<file path="src/rtl/nn_pkg.sv">
// Shared types and defaults for the neuron-layer input buffer.
// Contents:
//   nn_buf_state_t : buffer FSM state encoding (LOAD / COMPUTE / DRAIN)
//   NN_DATA_W      : default activation word width
package nn_pkg;

  typedef enum logic [1:0] {
    ST_LOAD    = 2'd0,
    ST_COMPUTE = 2'd1,
    ST_DRAIN   = 2'd2
  } nn_buf_state_t;

  localparam int NN_DATA_W = 8;

endpackage

</file>
<file path="src/rtl/nn_relu_clamp.sv">
// ReLU-style clamp for one signed activation word: negative words become 0,
// non-negative words pass unchanged. Purely combinational.
// Ports:
//   din  : signed input word  (DATA_W)
//   dout : clamped output word (DATA_W)
module nn_relu_clamp #(
  parameter int DATA_W = 8
) (
  input  logic signed [DATA_W-1:0] din,
  output logic signed [DATA_W-1:0] dout
);

  assign dout = din[DATA_W-1] ? '0 : din;

endmodule

</file>
<file path="src/rtl/nn_layer_input_buffer.sv">
// Input/feedback buffer for the time-multiplexed neuron layer.
// Serially loads N_LANES host words, presents them in parallel to the neuron
// array, recirculates neuron results for N_LAYERS passes, then drains the
// final results serially (neuron N_LANES-1 first).
// Optional build macro: NN_FEEDBACK_RELU_EN -- intermediate-layer captures
// clamp negative words to 0; the final-layer capture stays raw.
// Ports:
//   clk, rstn     : clock (rising edge), synchronous active-low reset
//   flush         : synchronous abort, like reset but err is preserved
//   in_valid/in_ready/in_data        : host word input (accepted in LOAD)
//   lanes         : packed lane array, lane i at [i*DATA_W +: DATA_W]
//   layer_valid   : lanes hold a stable layer input (COMPUTE)
//   layer_idx     : current layer pass
//   neuron_valid/neuron_out          : one-cycle result pulse from neurons
//   out_valid/out_ready/out_data     : serial drain port (DRAIN)
//   err           : sticky, neuron_valid seen outside COMPUTE
module nn_layer_input_buffer
  import nn_pkg::*;
#(
  parameter int DATA_W   = NN_DATA_W,
  parameter int N_LANES  = 4,
  parameter int N_LAYERS = 3,
  localparam int LIDX_W  = (N_LAYERS > 1) ? $clog2(N_LAYERS) : 1,
  localparam int CNT_W   = (N_LANES > 1) ? $clog2(N_LANES) : 1
) (
  input  logic                        clk,
  input  logic                        rstn,
  input  logic                        flush,
  input  logic                        in_valid,
  output logic                        in_ready,
  input  logic [DATA_W-1:0]           in_data,
  output logic [N_LANES*DATA_W-1:0]   lanes,
  output logic                        layer_valid,
  output logic [LIDX_W-1:0]           layer_idx,
  input  logic                        neuron_valid,
  input  logic [N_LANES*DATA_W-1:0]   neuron_out,
  output logic                        out_valid,
  input  logic                        out_ready,
  output logic [DATA_W-1:0]           out_data,
  output logic                        err
);

  localparam logic [CNT_W-1:0]  CNT_LAST   = CNT_W'(N_LANES - 1);
  localparam logic [LIDX_W-1:0] LAYER_LAST = LIDX_W'(N_LAYERS - 1);

  nn_buf_state_t state, state_nxt;
  logic [CNT_W-1:0]  cnt, cnt_nxt;
  logic [LIDX_W-1:0] layer_nxt;

  logic signed [DATA_W-1:0] lane     [N_LANES];
  logic signed [DATA_W-1:0] lane_nxt [N_LANES];
  logic signed [DATA_W-1:0] raw      [N_LANES];
  logic signed [DATA_W-1:0] capture  [N_LANES];

  logic load_acc, cmp_cap, drain_beat, last_layer;

  assign load_acc   = (state == ST_LOAD)    && in_valid;
  assign cmp_cap    = (state == ST_COMPUTE) && neuron_valid;
  assign drain_beat = (state == ST_DRAIN)   && out_ready;
  assign last_layer = (layer_idx == LAYER_LAST);

  // Status outputs decode straight from the state register, so there is no
  // combinational path from any input to them.
  assign in_ready    = (state == ST_LOAD);
  assign layer_valid = (state == ST_COMPUTE);
  assign out_valid   = (state == ST_DRAIN);
  assign out_data    = lane[N_LANES-1];

  for (genvar j = 0; j < N_LANES; j++) begin : g_raw
    assign raw[j] = neuron_out[j*DATA_W +: DATA_W];
  end

`ifdef NN_FEEDBACK_RELU_EN
  logic signed [DATA_W-1:0] clamped [N_LANES];
  for (genvar j = 0; j < N_LANES; j++) begin : g_clamp
    nn_relu_clamp #(.DATA_W(DATA_W)) u_clamp (
      .din  (raw[j]),
      .dout (clamped[j])
    );
    // Only feedback into another pass is clamped; the final results drain raw.
    assign capture[j] = last_layer ? raw[j] : clamped[j];
  end
`else
  for (genvar j = 0; j < N_LANES; j++) begin : g_capture
    assign capture[j] = raw[j];
  end
`endif

  // Next-state and counter logic
  always_comb begin
    state_nxt = state;
    cnt_nxt   = cnt;
    layer_nxt = layer_idx;
    unique case (state)
      ST_LOAD: begin
        if (in_valid) begin
          if (cnt == CNT_LAST) begin
            cnt_nxt   = '0;
            layer_nxt = '0;
            state_nxt = ST_COMPUTE;
          end else begin
            cnt_nxt = cnt + 1'b1;
          end
        end
      end
      ST_COMPUTE: begin
        if (neuron_valid) begin
          if (last_layer) state_nxt = ST_DRAIN;
          else            layer_nxt = layer_idx + 1'b1;
        end
      end
      ST_DRAIN: begin
        if (out_ready) begin
          if (cnt == CNT_LAST) begin
            cnt_nxt   = '0;
            layer_nxt = '0;
            state_nxt = ST_LOAD;
          end else begin
            cnt_nxt = cnt + 1'b1;
          end
        end
      end
      default: begin
        state_nxt = ST_LOAD;
        cnt_nxt   = '0;
        layer_nxt = '0;
      end
    endcase
  end

  // Lane update: load and drain share the same upward shift, differing only
  // in what enters lane 0.
  always_comb begin
    for (int i = 0; i < N_LANES; i++) lane_nxt[i] = lane[i];
    if (load_acc || drain_beat) begin
      lane_nxt[0] = load_acc ? $signed(in_data) : '0;
      for (int i = 1; i < N_LANES; i++) lane_nxt[i] = lane[i-1];
    end else if (cmp_cap) begin
      for (int i = 0; i < N_LANES; i++) lane_nxt[i] = capture[i];
    end
  end

  always_comb begin
    lanes = '0;
    for (int i = 0; i < N_LANES; i++) lanes[i*DATA_W +: DATA_W] = lane[i];
  end

  // Registered state, counters and lanes
  always_ff @(posedge clk) begin
    if (!rstn || flush) begin
      state     <= ST_LOAD;
      cnt       <= '0;
      layer_idx <= '0;
      for (int i = 0; i < N_LANES; i++) lane[i] <= '0;
    end else begin
      state     <= state_nxt;
      cnt       <= cnt_nxt;
      layer_idx <= layer_nxt;
      for (int i = 0; i < N_LANES; i++) lane[i] <= lane_nxt[i];
    end
  end

  // err survives flush; only reset clears it.
  always_ff @(posedge clk) begin
    if (!rstn)
      err <= 1'b0;
    else if (!flush && neuron_valid && (state != ST_COMPUTE))
      err <= 1'b1;
  end

endmodule

</file>
<file path="config.mk">
export PLATFORM = sky130hd
export DESIGN_NAME = nn_layer_input_buffer
export DESIGN_NICKNAME = d
export VERILOG_FILES = /design/src/rtl/nn_pkg.sv /design/src/rtl/nn_relu_clamp.sv /design/src/rtl/nn_layer_input_buffer.sv
export SDC_FILE = /design/constraint.sdc
export NUM_CORES = 1
export LEC_CHECK = 0
export ABC_AREA = 1
export BUFFER_PORTS_ARGS = -buffer_cell sky130_fd_sc_hd__buf_2
export CAP_MARGIN = 30
export CORE_UTILIZATION = 40
export DETAILED_ROUTE_END_ITERATION = 10
export PLACE_DENSITY_LB_ADDON = 0.12
export SYNTH_ARGS = -nofsm -noshare
export SYNTH_HDL_FRONTEND = slang
export SYNTH_SLANG_ARGS = --single-unit
</file>
<file path="constraint.sdc">
create_clock -name clk -period 1.3 [get_ports clk]
set_clock_uncertainty 0.15 [all_clocks]
set_input_delay 0.13 -clock clk [delete_from_list [all_inputs] [get_ports clk]]
set_output_delay 0.13 -clock clk [all_outputs]
set_load 0.01 [all_outputs]
</file>
Word level (Yosys, flattened, before mapping)
Memories as Yosys holds them, arrays and structs flattened.
Index checks and enable logic that the tools add are counted.
Widths: inputs -> output; s select.
{"block": "classes", "eq_ne": 12, "reduce_logical": 13, "add_sub_neg": 2, "n_mux": 27, "bitwise_logic": 5}
{"op": "$mux 32", "n": 2}
{"op": "$mux 8", "n": 5}
{"op": "$mux 2", "n": 14}
{"op": "$pmux 2 s3", "n": 3}
{"op": "$ne 2x1->1 const B", "n": 6}
{"op": "$eq 2x2->1 const B", "n": 3}
{"op": "$reduce_and 6->1", "n": 1}
{"op": "$logic_and 1x1->1", "n": 5}
{"op": "$add 2x1->2 const B", "n": 2}
{"op": "$ne 2x2->1 const B", "n": 2}
{"op": "$or 1x1->1", "n": 4}
{"op": "$reduce_and 4->1", "n": 1}
{"op": "$mux 1", "n": 3}
{"op": "$reduce_and 3->1", "n": 1}
{"op": "$eq 2x1->1 const B", "n": 1}
{"op": "$logic_not 1->1", "n": 2}
{"op": "$logic_not 2->1", "n": 1}
{"op": "$logic_or 1x1->1", "n": 2}
{"op": "$not 1->1", "n": 1}
{"block": "word_totals", "n_memories": 1, "inputBits": 46, "word_cells": 64, "mem_bits_rw": 32, "regBits": 7}
{"name": "lane", "depth": 4, "width": 8, "rd": 4, "rd_ports_with_merged_regs": 0, "write_ports": 4, "line_no": "nn_layer_input_buffer.sv:50", "source": "logic signed [DATA_W-1:0] lane [N_LANES];"}

Depth between registers and ports, before layout
{"block": "depth", "depth_word": 5, "depth_mapped": 9, "depth_no_buf": 9}

Worst setup path after synthesis
OpenSTA, ideal clock, no wires.
{"block": "synth_timing", "kind": "register to register", "start": "register state[1]", "end": "memory lane[1][0]", "path_buffers": 1, "setup_ps": 120, "path_slack_ps": -227, "required_ps": 1030, "t_arrival_ps": 1257, "stages_incl_launch_ff": 6, "synth_period_minus_slack_ps": 1527, "path_cell_list": "dfxtp_1 -> nor2_1 -> nand2_2 -> buf_2 -> a21oi_1 -> nor3_2"}
{"item": "start: declaration", "line_no": "nn_layer_input_buffer.sv:46", "source": "nn_buf_state_t state, state_nxt;"}
{"item": "start signal: assignment", "line_no": "nn_layer_input_buffer.sv:156", "source": "state <= state_nxt;"}
{"item": "end: declaration", "line_no": "nn_layer_input_buffer.sv:50"}

==> impl_metrics.env <==
export IMPL_syn_inst=262
export IMPL_synth_area_per_cell_um2=7.617
export IMPL_power_density_nw_per_um2=776.4
export IMPL_syn_nets=311
export IMPL_pwr_share_clk_pct=30.8
export IMPL_p_leak_nw=1.508
export IMPL_critPathKind="reg -> reg"
export IMPL_cts_tree="built"
export IMPL_place_hpwl_um=3695
export IMPL_rrSetupSlack_ns=-0.15
export IMPL_regArea_um2=793.3
export IMPL_dr_pass1_iters=4
export IMPL_wl_per_cell_um=13.00
export IMPL_finalWorstSetupSlack_ns=-0.1511
export IMPL_die_area_um2=5276
export IMPL_path_clk_slew_ns=0.08
export IMPL_synth_top_cell_by_area="dfxtp_1"
export IMPL_drive_above_1_share_pct=60.00
export IMPL_final_hold_violation_count=1
export IMPL_fin_tns_setup_ns=-3.765
export IMPL_worstMarginPinSlew_ns=0.2283
export IMPL_cap_viol_max_count=0
export IMPL_multi_input_area_um2=1336
export IMPL_p_sw_mw=0.7375
export IMPL_global_route_usage_total_pct=21.80
export IMPL_slew_viol_final=0
export IMPL_synth_area_leaders="dfxtp_1, nor3_2, nor2_1"
export IMPL_antenna_left=0
export IMPL_combPwrFrac_pct=20.8
export IMPL_crit_path_start_kind="register"
export IMPL_viasPerCell=4.788
export IMPL_whs_endpoint="lane[3][5]"
export IMPL_ir_worst_vdd_mv=0.5777
export IMPL_r2r_start="state[0]"
export IMPL_yosysWarnings=0
export IMPL_synth_seq_area_share_pct=39.12
export IMPL_synth_cell_types=24
export IMPL_slowest_delay_ns=0.39
export IMPL_vias=2188
export IMPL_ios=92
export IMPL_antenna_found_initial=0
export IMPL_antenna_cells=0
export IMPL_finalPower_mw=2.617
export IMPL_whs_ns=-0.003558
export IMPL_p_seq_share_pct=48.5
export IMPL_end_kind="register"
export IMPL_fp_dieH_um=72.64
export IMPL_crit_fanout=10
export IMPL_gp_congestion=0.7753
export IMPL_critical_path_cell_chain="buf_4 > nor2_4 > nand2_4 > nand3_4 > buf_12 > o21ai_0 > nor2_1"
export IMPL_cp_slowest_cell="dfxtp_4"
export IMPL_cts_sinks=39
export IMPL_overflow=0
export IMPL_grt_pass1_vias=1963
export IMPL_switching_share_pct=28.18
export IMPL_intPower_mw=1.879
export IMPL_worstRegToRegCells=7
export IMPL_yosys_register_bits=39
export IMPL_min_period_over_period_pct=111.6
export IMPL_status="finished with violations"
export IMPL_port_buffers=91
export IMPL_fin_crit_ns=1.451
export IMPL_rsz0062_at_grt="yes"
export IMPL_drt_iter0_markers=134
export IMPL_violations="negative hold slack, negative setup slack"
export IMPL_start_util_pct=41.97
export IMPL_crit_required_ns=1.34
export IMPL_fin_nets=438
export IMPL_holdPathStages=3
export IMPL_areaGrowthSynthToFinish_pct=68.90
export IMPL_core_area_um2=4755
export IMPL_synth_top_cell_area_share_pct=39.12
export IMPL_wl_um=5941
export IMPL_grt_max_degree=40
export IMPL_drc=0
export IMPL_num_fill_cells=396
export IMPL_fp_dieW_um=72.64
export IMPL_fmax_mhz=689.2
export IMPL_cts_buffer_depth=2
export IMPL_setup_viol=39
export IMPL_htreeDepth=2
export IMPL_reg2reg_to="lane[0][7]"
export IMPL_worst_hold_path_type="in -> reg"
export IMPL_cts_root_buffer_cell="clkbuf_8"
export IMPL_cp_arrival_ns=1.49
export IMPL_min_from="neuron_out[29]"
export IMPL_rows=25
export IMPL_syn_area_um2=1996
export IMPL_cts_buffers=5
export IMPL_slew_headroom_pct=84.76
export IMPL_grt_pass1_wl_um=8901
export IMPL_clk_latency_ns=0.29
==> synth_stat cells (all sizes together) <==
cell    instances
dfxtp          39
nor2           62
clkbuf          5
a21oi          34
o21ai          34
a32o            1
nand3b          1
nand2          17
ha              3
inv            14
buf            17
nand3           5
or2             3
nor3           25
o21bai          2
==> cell families after synthesis <==
family	share of synthesized area [%]
compound gates	18.31
fa+ha+maj	1.881
buf+inv	9.843
flops	39.12
simple gates	30.85
==> power by group through the flow <==
stage	combinational (mW)	sequential, mW	clock, mW
after CTS	0.489	1.27	0.820
after global placement	0.417	1.29	0
after detailed placement	0.418	1.29	0
after global routing	0.592	1.27	0.881
final	0.543	1.27	0.805
after floorplan	0.234	1.31	0
==> sequential cells by signal (all words and copies together), names as in the netlist <==
| name | flops |
|---|---|
| cnt | 2 |
| err | 1 |
| lane | 32 |
| layer_idx | 2 |
| state | 2 |
==> worst max path at each step <==
stage / to / cells past startpoint / slack (ns) / start
6_report: lane[0][7] / 7 / -0.15 / state[0]
5_1_grt: lane[0][1] / 8 / -0.21 / state[0]
4_1_cts: lane[0][2] / 8 / -0.08 / state[0]
3_5_place_dp: lane[0][0] / 7 / -0.17 / state[0]
3_3_place_gp: lane[0][7] / 7 / -0.15 / state[0]
2_1_floorplan: lane[0][1] / 8 / -0.07 / state[0]
==> area by class of cell <==
type                    instances  area share [%]
multi-input cells             188           39.64
repair buffers                141           30.14
flip-flops and latches         39           23.53
well taps                      67           2.487
clock buffers                   6           2.153
inverters                      14           1.707
clock inverters                 2          0.3341
==> timing repair <==
action	in CTS	in global routing
hold endpoints to repair	17	4
buffers inserted	1	4
hold buffers	17	4
resized for setup	48	37
gates cloned	0	4
pin swaps	6	10
setup endpoints to repair	40	41
==> critical path, delay by kind of cell, from the launching register on <==
kind,cells,cell delay (ns)
AOI/OAI and AO/OA,1,0.14
buffers and inverters,2,0.31
DFF,1,0.39
and+or+nand+nor,4,0.35
==> metrics by stage <==
stage	instance area [um2]	worst slack (ns)	utilization, %	std cells
after global routing	3371	-0.2105	70.89	457
final	3371	-0.1511	70.89	457
after detailed placement	2669	-0.1706	56.13	419
after global placement	2669	-0.1496	56.13	419
after CTS	3119	-0.08367	65.61	445
after floorplan	2091	-0.07041	-	262
==> layout by cell type (no fill, tap or decap), types with 3 or more instances in the layout <==
cell type       n
a21oi_2        14
nand2_4         6
nand3_4         3
buf_6          10
buf_4          13
nand2_1         6
nor2_2         15
dfxtp_1        35
dfxtp_4         3
o21ai_0         3
nor3_2         25
inv_2           3
buf_12          4
inv_1           9
buf_2          90
o21ai_2        14
nand2_2         6
o21ai_1        16
dlygate4sd3_1  21
a21oi_1        20
nor2_1         39
or2_4           3
nor2_4          8
inv_4           3
clkbuf_8        5
==> metal layers <==
layer  share of wire (%)  global-route usage [%]
met1                  48                   28.80
met2                  47                   35.93
met3                 4.5                   4.834
met4                0.74                   5.882
met5                   0                       0
Power figures use the tool's default switching activity.
